`src/rtl/pc_ctrl_pkg.sv`:
```
// Shared encodings, limits and helpers for the PC / pipeline-register controller.
package pc_ctrl_pkg;

    localparam int unsigned CNT_W      = 16;
    localparam int unsigned WAIT_CNT_W = 8;
    localparam logic [WAIT_CNT_W-1:0] WAIT_MAX = 8'd255;

    typedef enum logic [1:0] {
        PcSrcSeq  = 2'b00,
        PcSrcJump = 2'b01,
        PcSrcBeq  = 2'b10,
        PcSrcJr   = 2'b11
    } pc_src_e;

    typedef enum logic [1:0] {
        StRun    = 2'b00,
        StStall2 = 2'b01,
        StWait   = 2'b10
    } state_e;

    // True when a non-zero producer register feeds a used ID source operand.
    function automatic logic reg_match(input logic [4:0] dst, input logic [4:0] rs,
                                       input logic [4:0] rt, input logic uses_rs,
                                       input logic uses_rt);
        return (dst != 5'd0) && ((uses_rs && dst == rs) || (uses_rt && dst == rt));
    endfunction

endpackage

```
`src/rtl/pc_hazard_det.sv`:
```
// Combinational hazard detection between the ID instruction and the EX/MEM producers.
module pc_hazard_det
    import pc_ctrl_pkg::*;
(
    input  logic       id_branch,
    input  logic       id_jr,
    input  logic [4:0] id_rs,
    input  logic [4:0] id_rt,
    input  logic       id_uses_rs,
    input  logic       id_uses_rt,
    input  logic [4:0] ex_dst,
    input  logic       ex_regwrite,
    input  logic       ex_memread,
    input  logic [4:0] mem_dst,
    input  logic       mem_memread,
    output logic       lu_haz,
    output logic       br_ex_haz,
    output logic       br_mem_haz
);

    logic ex_match;
    logic mem_match;
    logic id_resolves;

    assign ex_match    = reg_match(ex_dst, id_rs, id_rt, id_uses_rs, id_uses_rt);
    assign mem_match   = reg_match(mem_dst, id_rs, id_rt, id_uses_rs, id_uses_rt);
    // Branches and jr resolve in ID, so they need operands one stage earlier.
    assign id_resolves = id_branch | id_jr;

    assign lu_haz     = ex_memread & ex_match;
    assign br_ex_haz  = id_resolves & ex_regwrite & ex_match;
    assign br_mem_haz = id_resolves & mem_memread & mem_match;

endmodule

```
`src/rtl/pc_ctrl.sv`:
```
// PC write/select and IF/ID, ID/EX control with stall FSM, fetch timeout and event counters.
module pc_ctrl
    import pc_ctrl_pkg::*;
(
    input  logic             clk,
    input  logic             rst_n,
    input  logic             id_jump,
    input  logic             id_jr,
    input  logic             id_branch,
    input  logic             id_br_taken,
    input  logic [4:0]       id_rs,
    input  logic [4:0]       id_rt,
    input  logic             id_uses_rs,
    input  logic             id_uses_rt,
    input  logic [4:0]       ex_dst,
    input  logic             ex_regwrite,
    input  logic             ex_memread,
    input  logic [4:0]       mem_dst,
    input  logic             mem_memread,
    input  logic             imem_ready,
    input  logic             cnt_clr,
    output logic             pc_write,
    output logic [1:0]       pc_src,
    output logic             ifid_write,
    output logic             ifid_flush,
    output logic             idex_bubble,
    output logic [1:0]       state,
    output logic             fetch_timeout,
    output logic [CNT_W-1:0] stall_cnt,
    output logic [CNT_W-1:0] flush_cnt
);

    logic lu_haz, br_ex_haz, br_mem_haz;
    logic stall, redirect, fetch_wait;

    state_e                state_q, state_d;
    logic [WAIT_CNT_W-1:0] wait_cnt_q, wait_cnt_d;
    logic                  timeout_q, timeout_d;
    logic [CNT_W-1:0]      stall_cnt_q, stall_cnt_d;
    logic [CNT_W-1:0]      flush_cnt_q, flush_cnt_d;

    pc_hazard_det u_hazard_det (
        .id_branch   (id_branch),
        .id_jr       (id_jr),
        .id_rs       (id_rs),
        .id_rt       (id_rt),
        .id_uses_rs  (id_uses_rs),
        .id_uses_rt  (id_uses_rt),
        .ex_dst      (ex_dst),
        .ex_regwrite (ex_regwrite),
        .ex_memread  (ex_memread),
        .mem_dst     (mem_dst),
        .mem_memread (mem_memread),
        .lu_haz      (lu_haz),
        .br_ex_haz   (br_ex_haz),
        .br_mem_haz  (br_mem_haz)
    );

    assign stall      = (state_q == StStall2) | lu_haz | br_ex_haz | br_mem_haz;
    assign redirect   = ~stall & (id_jr | id_jump | (id_branch & id_br_taken));
    assign fetch_wait = ~stall & ~redirect & ~imem_ready;

    always_ff @(posedge clk or negedge rst_n) begin
        if (!rst_n) begin
            state_q     <= StRun;
            wait_cnt_q  <= '0;
            timeout_q   <= 1'b0;
            stall_cnt_q <= '0;
            flush_cnt_q <= '0;
        end else begin
            state_q     <= state_d;
            wait_cnt_q  <= wait_cnt_d;
            timeout_q   <= timeout_d;
            stall_cnt_q <= stall_cnt_d;
            flush_cnt_q <= flush_cnt_d;
        end
    end

    // A branch waiting on a load in EX needs the load to reach WB: two stall cycles.
    always_comb begin
        state_d = StRun;
        if (state_q == StStall2) begin
            state_d = StRun;
        end else if (br_ex_haz && ex_memread) begin
            state_d = StStall2;
        end else if (fetch_wait) begin
            state_d = StWait;
        end
    end

    always_comb begin
        wait_cnt_d = '0;
        if (fetch_wait) begin
            wait_cnt_d = (wait_cnt_q == WAIT_MAX) ? WAIT_MAX : wait_cnt_q + 1'b1;
        end
        timeout_d = timeout_q | (wait_cnt_d == WAIT_MAX);

        stall_cnt_d = stall_cnt_q;
        flush_cnt_d = flush_cnt_q;
        if (cnt_clr) begin
            stall_cnt_d = '0;
            flush_cnt_d = '0;
        end else begin
            if (stall && stall_cnt_q != '1) stall_cnt_d = stall_cnt_q + 1'b1;
            if (redirect && flush_cnt_q != '1) flush_cnt_d = flush_cnt_q + 1'b1;
        end
    end

    // The PC register itself is not reset, so hold it and flush IF/ID during reset.
    always_comb begin
        pc_write    = 1'b1;
        pc_src      = PcSrcSeq;
        ifid_write  = 1'b1;
        ifid_flush  = 1'b0;
        idex_bubble = 1'b0;
        if (!rst_n) begin
            pc_write   = 1'b0;
            ifid_write = 1'b0;
            ifid_flush = 1'b1;
        end else if (stall) begin
            pc_write    = 1'b0;
            ifid_write  = 1'b0;
            idex_bubble = 1'b1;
        end else if (redirect) begin
            ifid_write = 1'b0;
            ifid_flush = 1'b1;
            if (id_jr)        pc_src = PcSrcJr;
            else if (id_jump) pc_src = PcSrcJump;
            else              pc_src = PcSrcBeq;
        end else if (fetch_wait) begin
            pc_write   = 1'b0;
            ifid_write = 1'b0;
            ifid_flush = 1'b1;
        end
    end

    assign state         = state_q;
    assign fetch_timeout = timeout_q;
    assign stall_cnt     = stall_cnt_q;
    assign flush_cnt     = flush_cnt_q;

endmodule

```
`config.mk`:
```
export PLATFORM = sky130hd
export DESIGN_NAME = pc_ctrl
export DESIGN_NICKNAME = d
export VERILOG_FILES = /design/src/rtl/pc_ctrl_pkg.sv /design/src/rtl/pc_hazard_det.sv /design/src/rtl/pc_ctrl.sv
export SDC_FILE = /design/constraint.sdc
export NUM_CORES = 1
export LEC_CHECK = 0
export CORE_MARGIN = 1
export CORE_UTILIZATION = 28
export CTS_CLUSTER_DIAMETER = 100
export DETAILED_ROUTE_END_ITERATION = 10
export GPL_ROUTABILITY_DRIVEN = 0
export HOLD_SLACK_MARGIN = 0.03
export SYNTH_ARGS = -nofsm -noshare
export SYNTH_HDL_FRONTEND = slang
export SYNTH_SLANG_ARGS = --single-unit
```
`constraint.sdc`:
```
create_clock -name clk -period 3.9 [get_ports clk]
set_clock_uncertainty 0.05 [all_clocks]
set_input_delay 0.585 -clock clk [delete_from_list [all_inputs] [get_ports clk]]
set_output_delay 0.585 -clock clk [all_outputs]
set_load 0.02 [all_outputs]
```
# Word level (Yosys, flattened, before mapping)
# Cells that the tools add are included.
# totals
in_bits	33
regBits	43
output_inout_bits	41
wordCells	78
# classes
n_reduce_logical	15
muxes	27
addsub	3
n_bitwise	19
eq_ne	9
# op_table
op	n
2-to-1 mux 16 bit	4
adder 16 x 1 -> 16 bit, second input constant	2
inequality test 16 bit, second input constant	2
== test 5 bit	4
== test 8 bit, second input constant	2
2-to-1 mux 2 bit	8
2-to-1 mux 8 bit	2
2-to-1 mux 1 bit	13
nonzero test 5 bit	2
AND 1 bit	9
logical AND 1 bit	9
adder 8 x 1 -> 8 bit, second input constant	1
OR 1 bit	7
nonzero test 2 bit	2
NOT 1 bit	3
== test 2 x 1 -> 1 bit, second input constant	1
logical OR 1 bit	2

# Logic depth before layout (Yosys ltp)
# depth
ltp_word	17
mapped_depth	10
ltp_nobuf	8

# By module
# From an unflattened synthesis, not the netlist that was laid out.
# hier_totals
cells_unflattened	289
hier_area_um2	2613.8
# by_module_without_submodules
mod	seq_area_each_um2	cells_each	n_inst	area_each_um2
pc_ctrl	1076.0	253	1	2324.7
pc_hazard_det	0.0	36	1	289.0

# Worst setup path after synthesis
# OpenSTA, ideal clock, no wires.
# synth_timing
path_kind	input port to output port
startpoint	input mem_dst[2]
endpoint	output pc_write
path_slack_ns	1.328
stages	8
arrival_ns	1.937
path_cell_list	xnor2_1 > nand4_1 > o22ai_1 > a21oi_1 > nand2_1 > or3_1 > clkbuf_1 > and3_1
# synth_via
elab_chain_cells	15
word_cells_on_any_way	18
cone_classes	eq/ne (2); mux (4); bitwise (7); reduce/logical (5)
# synth_rtl
item	line_no	text
start, declared	pc_ctrl.sv:18	input logic [4:0] mem_dst,
== test 5 bit	pc_ctrl_pkg.sv:25	return (dst != 5'd0) && ((uses_rs && dst == rs) || (uses_rt && dst == rt));
logical AND 1 bit	pc_ctrl_pkg.sv:25	
logical OR 1 bit	pc_ctrl_pkg.sv:25	
logical AND 1 bit (*)	pc_ctrl_pkg.sv:25	
AND 1 bit (*)	pc_hazard_det.sv:32	assign br_mem_haz = id_resolves & mem_memread & mem_match;
OR 1 bit (*)	pc_ctrl.sv:59	assign stall = (state_q == StStall2) | lu_haz | br_ex_haz | br_mem_haz;
NOT 1 bit	pc_ctrl.sv:60, pc_ctrl.sv:61	
AND 1 bit	pc_ctrl.sv:60	assign redirect = ~stall & (id_jr | id_jump | (id_branch & id_br_taken));
NOT 1 bit	pc_ctrl.sv:61	assign fetch_wait = ~stall & ~redirect & ~imem_ready;
AND 1 bit (2 in series)	pc_ctrl.sv:61	
2-to-1 mux 1 bit	pc_ctrl.sv:130	end else if (fetch_wait) begin
2-to-1 mux 1 bit	pc_ctrl.sv:124	end else if (redirect) begin
2-to-1 mux 1 bit (*)	pc_ctrl.sv:120	end else if (stall) begin
2-to-1 mux 1 bit (*)	pc_ctrl.sv:116	if (!rst_n) begin
end, declared	pc_ctrl.sv:22	output logic pc_write,
# Mark *: on every way between the ends. The rest lies on a longest branch, timed or not.

# Worst setup path in the final report
# layout_timing
startpoint	input mem_dst[0]
endpoint	output pc_write
# Same word-level chain as after synthesis.

==> PnR_summary.wiki <==
{| class="wikitable"
! Metric !! Value
|-
| Outcome || complete, but fails checks
|-
| Violations in the final reports || design-rule violations
|-
| Final Routed Wirelength || 7.11 mm
|-
| Number of standard-cell rows in the floorplan || 35
|-
| Data required time at the worst endpoint || 3.26 ns
|-
| Synth top area share || 40.6%
|-
| Maximum number of pins on one net before global-route repair || 36
|-
| Max cap viols || 0
|-
| LEAKAGE || 1.37 nW
|-
| Placeable core area || 9200 um^2
|-
| Area of the die || 9860 um^2
|-
| Number of synthesized flops with an enable pin || 0
|-
| Proportion of register bits with asynchronous set or reset after synthesis || 100%
|-
| Clock latency on the worst-skew pair || 0.30 ns
|-
| Critical path data arrival time || 2.96 ns
|-
| Startpoint kind of the worst setup timing path || input port
|-
| Worst IR Drop VDD || 0.138 mV
|-
| Number of clock sinks seen by CTS || 43
|-
| Number of DRC markers in iteration 0 || 72
|-
| Gate count of the mapped netlist || 298
|-
| Top-count cell post-synth || dfrtp_1
|-
| Fraction of the yosys area taken by sequential cells || 40.6%
|-
| Post-DR vias/cell || 5.25
|-
| Clock slew seen by the registers of the worst setup and hold paths || 0.08 ns
|-
| Antenna-violating nets left || 0
|-
| Synthesized area per cell || 8.89 um^2
|-
| Post-synthesis instance area || 2650 um^2
|-
| Cts bufs inserted || 5
|-
| Inserted Diodes || 0
|-
| Starting utilization of the core area || 28.8%
|-
| I/O Pins || 74
|-
| Dpl hpwl || 5.27 mm
|-
| Number of library cell types mapped by synthesis || 46
|-
| Count of hold-fix buffers inserted at cts || 0
|-
| Proportion of layout cells with a drive suffix above 1 || 5.39%
|-
| Fin. Hold Viols || 0
|-
| Wirelength per Cell || 14.7 um
|-
| TritonCTS clock tree || done
|-
| Worst Setup End Kind || primary output
|-
| Die extent in x || 99.3 um
|-
| Setup violation total in the final timing report || 0
|-
| Wire length of the first global-routing pass || 11.9 mm
|-
| Main synth FF type || dfrtp_1
|-
| Cell type contributing the most total cell area after synthesis || dfrtp_1
|-
| Antenna violations before repair || 0
|-
| Shortest period the worst path allows || 3.59 ns
|-
| Drc violations || 2
|-
| Slew at the pin closest to its max-slew limit || 0.548 ns
|-
| Maximum fanout encountered on the critical timing path || 4
|-
| Total via count after detailed routing || 2,529
|-
| Global router's overall resource usage || 15.0%
|-
| WHS || 0.178 ns
|-
| Pre-CTS setup slack || 0.316 ns
|-
| Final standard cell count with taps included and fillers excluded || 482
|-
| 1st-pass router iterations || 7
|-
| Net count after synthesis || 334
|-
| Overflow left after global routing || 0
|-
| Area added between synthesis and finish || 35.2%
|-
| Count of yosys warnings during synthesis || 0
|-
| Final WS setup || 0.305 ns
|-
| Final-layout setup total negative slack || 0 ns
|-
| Commonest cells in the synthesized netlist || 43 x dfrtp_1, 32 x a21oi_1, 27 x nand2_1
|-
| Setup repair after global routing missed its margin || no
|-
| Fraction of the cycle the final worst path needs || 92.2%
|-
| Upper clock frequency limit || 0.278 GHz
|-
| Final core area utilization || 39.0%
|-
| Gates resized, CTS repair || 0
|-
| Power density over cell area || 260 nW/um^2
|-
| Y dimension of the die || 99.3 um
|-
| Number of I/O port buffers || 73
|-
| Cell total after placement || 474
|-
| Worst slew margin || 63.4%
|-
| Final nets || 406
|-
| Post-CTS Setup Inserts || 0
|-
| Final count of pins violating max slew || 0
|-
| CTS H-Tree Depth || 2
|-
| Number of buffers between clock root and the deepest sink || 2
|-
| CP Class || in2out
|-
| Top post-synthesis cells by area || dfrtp_1 41%, xnor2_1 7.9%, a21oi_1 6.0%
|-
| Clock root buffer master || clkbuf_8
|-
| Vias in the first global route || 2,456
|-
| Min-delay worst type || in2async
|-
| Number of register bits inferred by synthesis || 43
|}
==> registers in the layout, summed over array words and instances (netlist names) <==
| signal | flops |
|---|---|
| fetch_timeout | 1 |
| wait_cnt_q | 8 |
| state | 2 |
| flush_cnt | 16 |
| stall_cnt | 16 |
==> cell usage in the layout, fill, tap and decap left out, types with 2 or more instances in the layout <==
cell and instances:
o21ai_0 3, a21oi_1 32, inv_1 5, o22ai_1 2
clkbuf_8 7, and2_1 4, mux2i_1 2, nand4_1 11
ha_1 3, nor2b_1 5, clkdlybuf4s50_1 72, xor2_1 3
and4_1 3, o211a_1 2, or3_1 13, dfrtp_1 43
and3_1 7, nor3_1 5, o21ai_1 14, nor4_1 2
nand3_1 20, buf_4 4, mux2_1 2, nand2_1 27
nor2_1 16, xnor2_1 24, o31ai_1 11, or4_1 11
==> cell families (layout without fill, tap and decap cells) <==
logic type | after synthesis | count (layout) | synth area share (%)
AO/OA/AOI/OAI | 69 | 69 | 15.2
flip-flops | 43 | 43 | 40.6
adder cells (fa/ha/maj) | 3 | 3 | 1.42
buffers and inverters | 18 | 91 | 3.35
XOR/XNOR | 27 | 27 | 8.92
AND/OR/NAND/NOR | 133 | 133 | 28.4
multiplexers | 5 | 5 | 2.17
==> through the flow <==
step	cell area [um^2]	power [mW]
final	3580	0.931
after global routing	3580	0.980
after CTS	3580	0.949
after detailed placement	3480	0.623
after global placement	3480	0.621
after floorplan	2650	0.539
==> final cells by class <==
type                            instances  area [um^2]
Fill cell                             970         5610
Multi-Input combinational cell        237         1490
Tap cell                              111          139
Clock buffer                            7         96.3
Clock inverter                          1         7.51
Sequential cell                        43         1080
Timing Repair Buffer                   77          756
Inverter                                6         22.5
==> power by group <==
part	leakage [nW]	total, mW	switching (mW)	internal (mW)
logic	0.720	0.153	0.0785	0.0744
clock network	0.0505	0.319	0.157	0.161
registers	0.598	0.459	0.00811	0.451
==> worst paths after layout <==
path	to	slack, ns	start	depth (start not counted)
worst max-delay path	pc_write	0.31	mem_dst[0]	9
worst min-delay path	wait_cnt_q[0]	0.18	rst_n	1
worst max register to register	stall_cnt[10]	0.95	stall_cnt[0]	8
max in group asynchronous	stall_cnt[7]	2.87	rst_n	2
min in group clk	fetch_timeout	0.47	fetch_timeout	1
worst min register to register	fetch_timeout	0.47	fetch_timeout	1
==> metal layers <==
metal	part of all wire, %	vias to the layer above	global-route usage (%)
met2	49	41	25.7
met5	0	-	0
li1	-	1239	-
met4	0.34	0	3.17
met1	47	1247	19.7
met3	3.6	2	2.81
==> critical path: stages <==
cell and delay, ns:
clkdlybuf4s50_1 0.49, xnor2_1 0.17, nand4_1 0.10, o22ai_1 0.13
a21oi_1 0.28, nand2_1 0.11, or3_1 0.37, and3_1 0.20
clkdlybuf4s50_1 0.53
Power figures use the tool's default switching activity.
==> RTL change, RTL diff (config.mk and constraints unchanged) <==
Reset style: synchronous (`rst_n`), changed in one clocked block.
--- a/src/rtl/pc_ctrl.sv
+++ b/src/rtl/pc_ctrl.sv
@@ -60,7 +60,7 @@
     assign redirect   = ~stall & (id_jr | id_jump | (id_branch & id_br_taken));
     assign fetch_wait = ~stall & ~redirect & ~imem_ready;
 
-    always_ff @(posedge clk or negedge rst_n) begin
+    always_ff @(posedge clk) begin
         if (!rst_n) begin
             state_q     <= StRun;
             wait_cnt_q  <= '0;
Behaviour: differs if rst_n is asserted again (counterexample within 4 cycles, from zero or initial values and one cycle with rst_n low); with rst_n held inactive, the same outputs for 10 cycles.
==> RTL change against the original RTL <==
Largest cell class unchanged; final area is 4.0% lower; clock power is 6% higher; total power is 2.6% lower; synthesized cell count is 5.4% higher; die area is 6.3% lower; critical path type unchanged; worst setup slack better by 0.19 ns; synthesized area is 6.5% lower; sequential cell count stayed put; routed wire length is 9.8% lower.
==> RTL change: results (changes against the original RTL) <==
Outcome: finished clean (was finished, violations left)
Non-clk buf share: 22.13% (was 21.10%)
Combined area of the multi-input logic cells: 1568 µm² (was 1485 µm²)
Wire length of the first global-routing pass: 10290 µm (was 11900 µm)
Violation count after the first detailed-routing iteration: 79 (was 72)
Critical Path Source: mem_dst[0] (unchanged)
Number of cell instances on the worst register-to-register path: 9 (was 8)
Fraction of the mapped netlist area in adder cells: 1.514% (was 1.416%)
Minimum clock period: 3.408 ns (was 3.595 ns)
Switching Share: 23.53% (was 26.22%)
Endpoint of the most critical setup path: pc_src[0] (was pc_write)
Ys flop type: sky130_fd_sc_hd__dfxtp_1 (was sky130_fd_sc_hd__dfrtp_1)
Setup slack at placement: 0.5030 ns (was 0.3160 ns)
Register share of the cell area: 25.04% (was 30.04%)
Dominant cells by area after synthesis: sky130_fd_sc_hd__dfxtp_1, sky130_fd_sc_hd__xnor2_1, sky130_fd_sc_hd__nand2_1 (was sky130_fd_sc_hd__dfrtp_1, sky130_fd_sc_hd__xnor2_1, sky130_fd_sc_hd__a21oi_1)
Fill cell total of the finished layout: 890 (was 970)
Comb pwr: 0.126 mW (was 0.153 mW)
Via count of the first global-routing pass: 2213 (was 2456)
HPWL after DPL: 4799 µm (was 5267 µm)
Ratio of cells with drive above 1 in the final layout: 5.656% (was 5.391%)
Number of search-and-repair iterations in the first detailed-routing pass: 4 (was 7)
Share of the synthesized netlist area taken by xor and xnor gates: 12.72% (was 8.924%)
#MultiIn Comb: 258 (was 237)
GRT Overall Usage: 14.28% (was 15.00%)
Count of non-CTS inverters in the layout: 4 (was 6)
Reg-to-reg critical path startpoint: stall_cnt[0]$_SDFFE_PP0P_ (was stall_cnt[0]$_DFFE_PN0P_)
Proportion of synthesized area in mux cells: 2.423% (was 2.172%)
Post-synth net total: 350 (was 334)
Clock buffer count in the final layout: 6 (was 7)
Actual transition at the worst max-transition pin: 0.7288 ns (was 0.5481 ns)
Cell variety after synth: 42 (was 46)
Cell leakage power: 1.174 nW (was 1.369 nW)
Synth async-reset ratio: 0% (was 100.0%)
Pin count of the biggest net entering global routing: 19 (was 36)
Proportion of synthesized chip area in sequential cells: 34.73% (was 40.60%)
Synth Area in Compound Gates: 15.65% (was 15.16%)
Final Net Count: 425 (was 406)
Highest ir drop seen on vdd: 117.2 µV (was 138.5 µV)
Via total after detailed routing: 2418 (was 2529)
Sequential share of power: 48.8% (was 49.3%)
Area-dominant cell class after layout: multi-input gates (unchanged)
-- RTL change: cell count changes after synthesis, moves of 5 or more --
cell / delta
sky130_fd_sc_hd__xor2_1: +5
sky130_fd_sc_hd__dfxtp_1: +43
sky130_fd_sc_hd__or3_1: -9
sky130_fd_sc_hd__or4_1: -9
sky130_fd_sc_hd__nand2b_1: +5
sky130_fd_sc_hd__dfrtp_1: -43
sky130_fd_sc_hd__nand2_1: +15
sky130_fd_sc_hd__a21oi_1: -12
sky130_fd_sc_hd__o21ai_1: -14
sky130_fd_sc_hd__nor2_1: +24
sky130_fd_sc_hd__o31ai_1: -10
-- RTL change: per-layer routing --
metal / GRT usage [%] / wire length [µm] / up-vias
met5: 0 / 0 / -
met4: 3.731 / 50 / 0
met3: 4.107 / 412 / 5
met2: 22.46 / 2751 / 60
met1: 19.01 / 3194 / 1092
li1: - / - / 1261
-- RTL change: metrics by stage --
stage | std cells | hold WS (ns) | power, mW | utilization (%) | area [µm²]
5_1_grt | 494 | 0.4774 | 0.9477 | 41.02 | 3438
2_1_floorplan | 314 | 0.4082 | 0.5156 | - | 2479
4_1_cts | 494 | 0.4564 | 0.9227 | 41.02 | 3438
3_5_place_dp | 487 | 0.4379 | 0.5792 | 39.80 | 3336
6_report | 494 | 0.4507 | 0.9068 | 41.02 | 3438
3_3_place_gp | 487 | 0.4281 | 0.5791 | 39.80 | 3336
-- RTL change: worst register-to-register path: cells and delay by family (launching register included) --
kind / cells / cell delay, ns
adders and majority gates: 1 / 0.25
DFF: 1 / 0.40
and+or+nand+nor: 5 / 1.10
AOI/OAI and AO/OA: 1 / 0.16
buffers and inverters: 1 / 0.21
muxes: 1 / 0.18
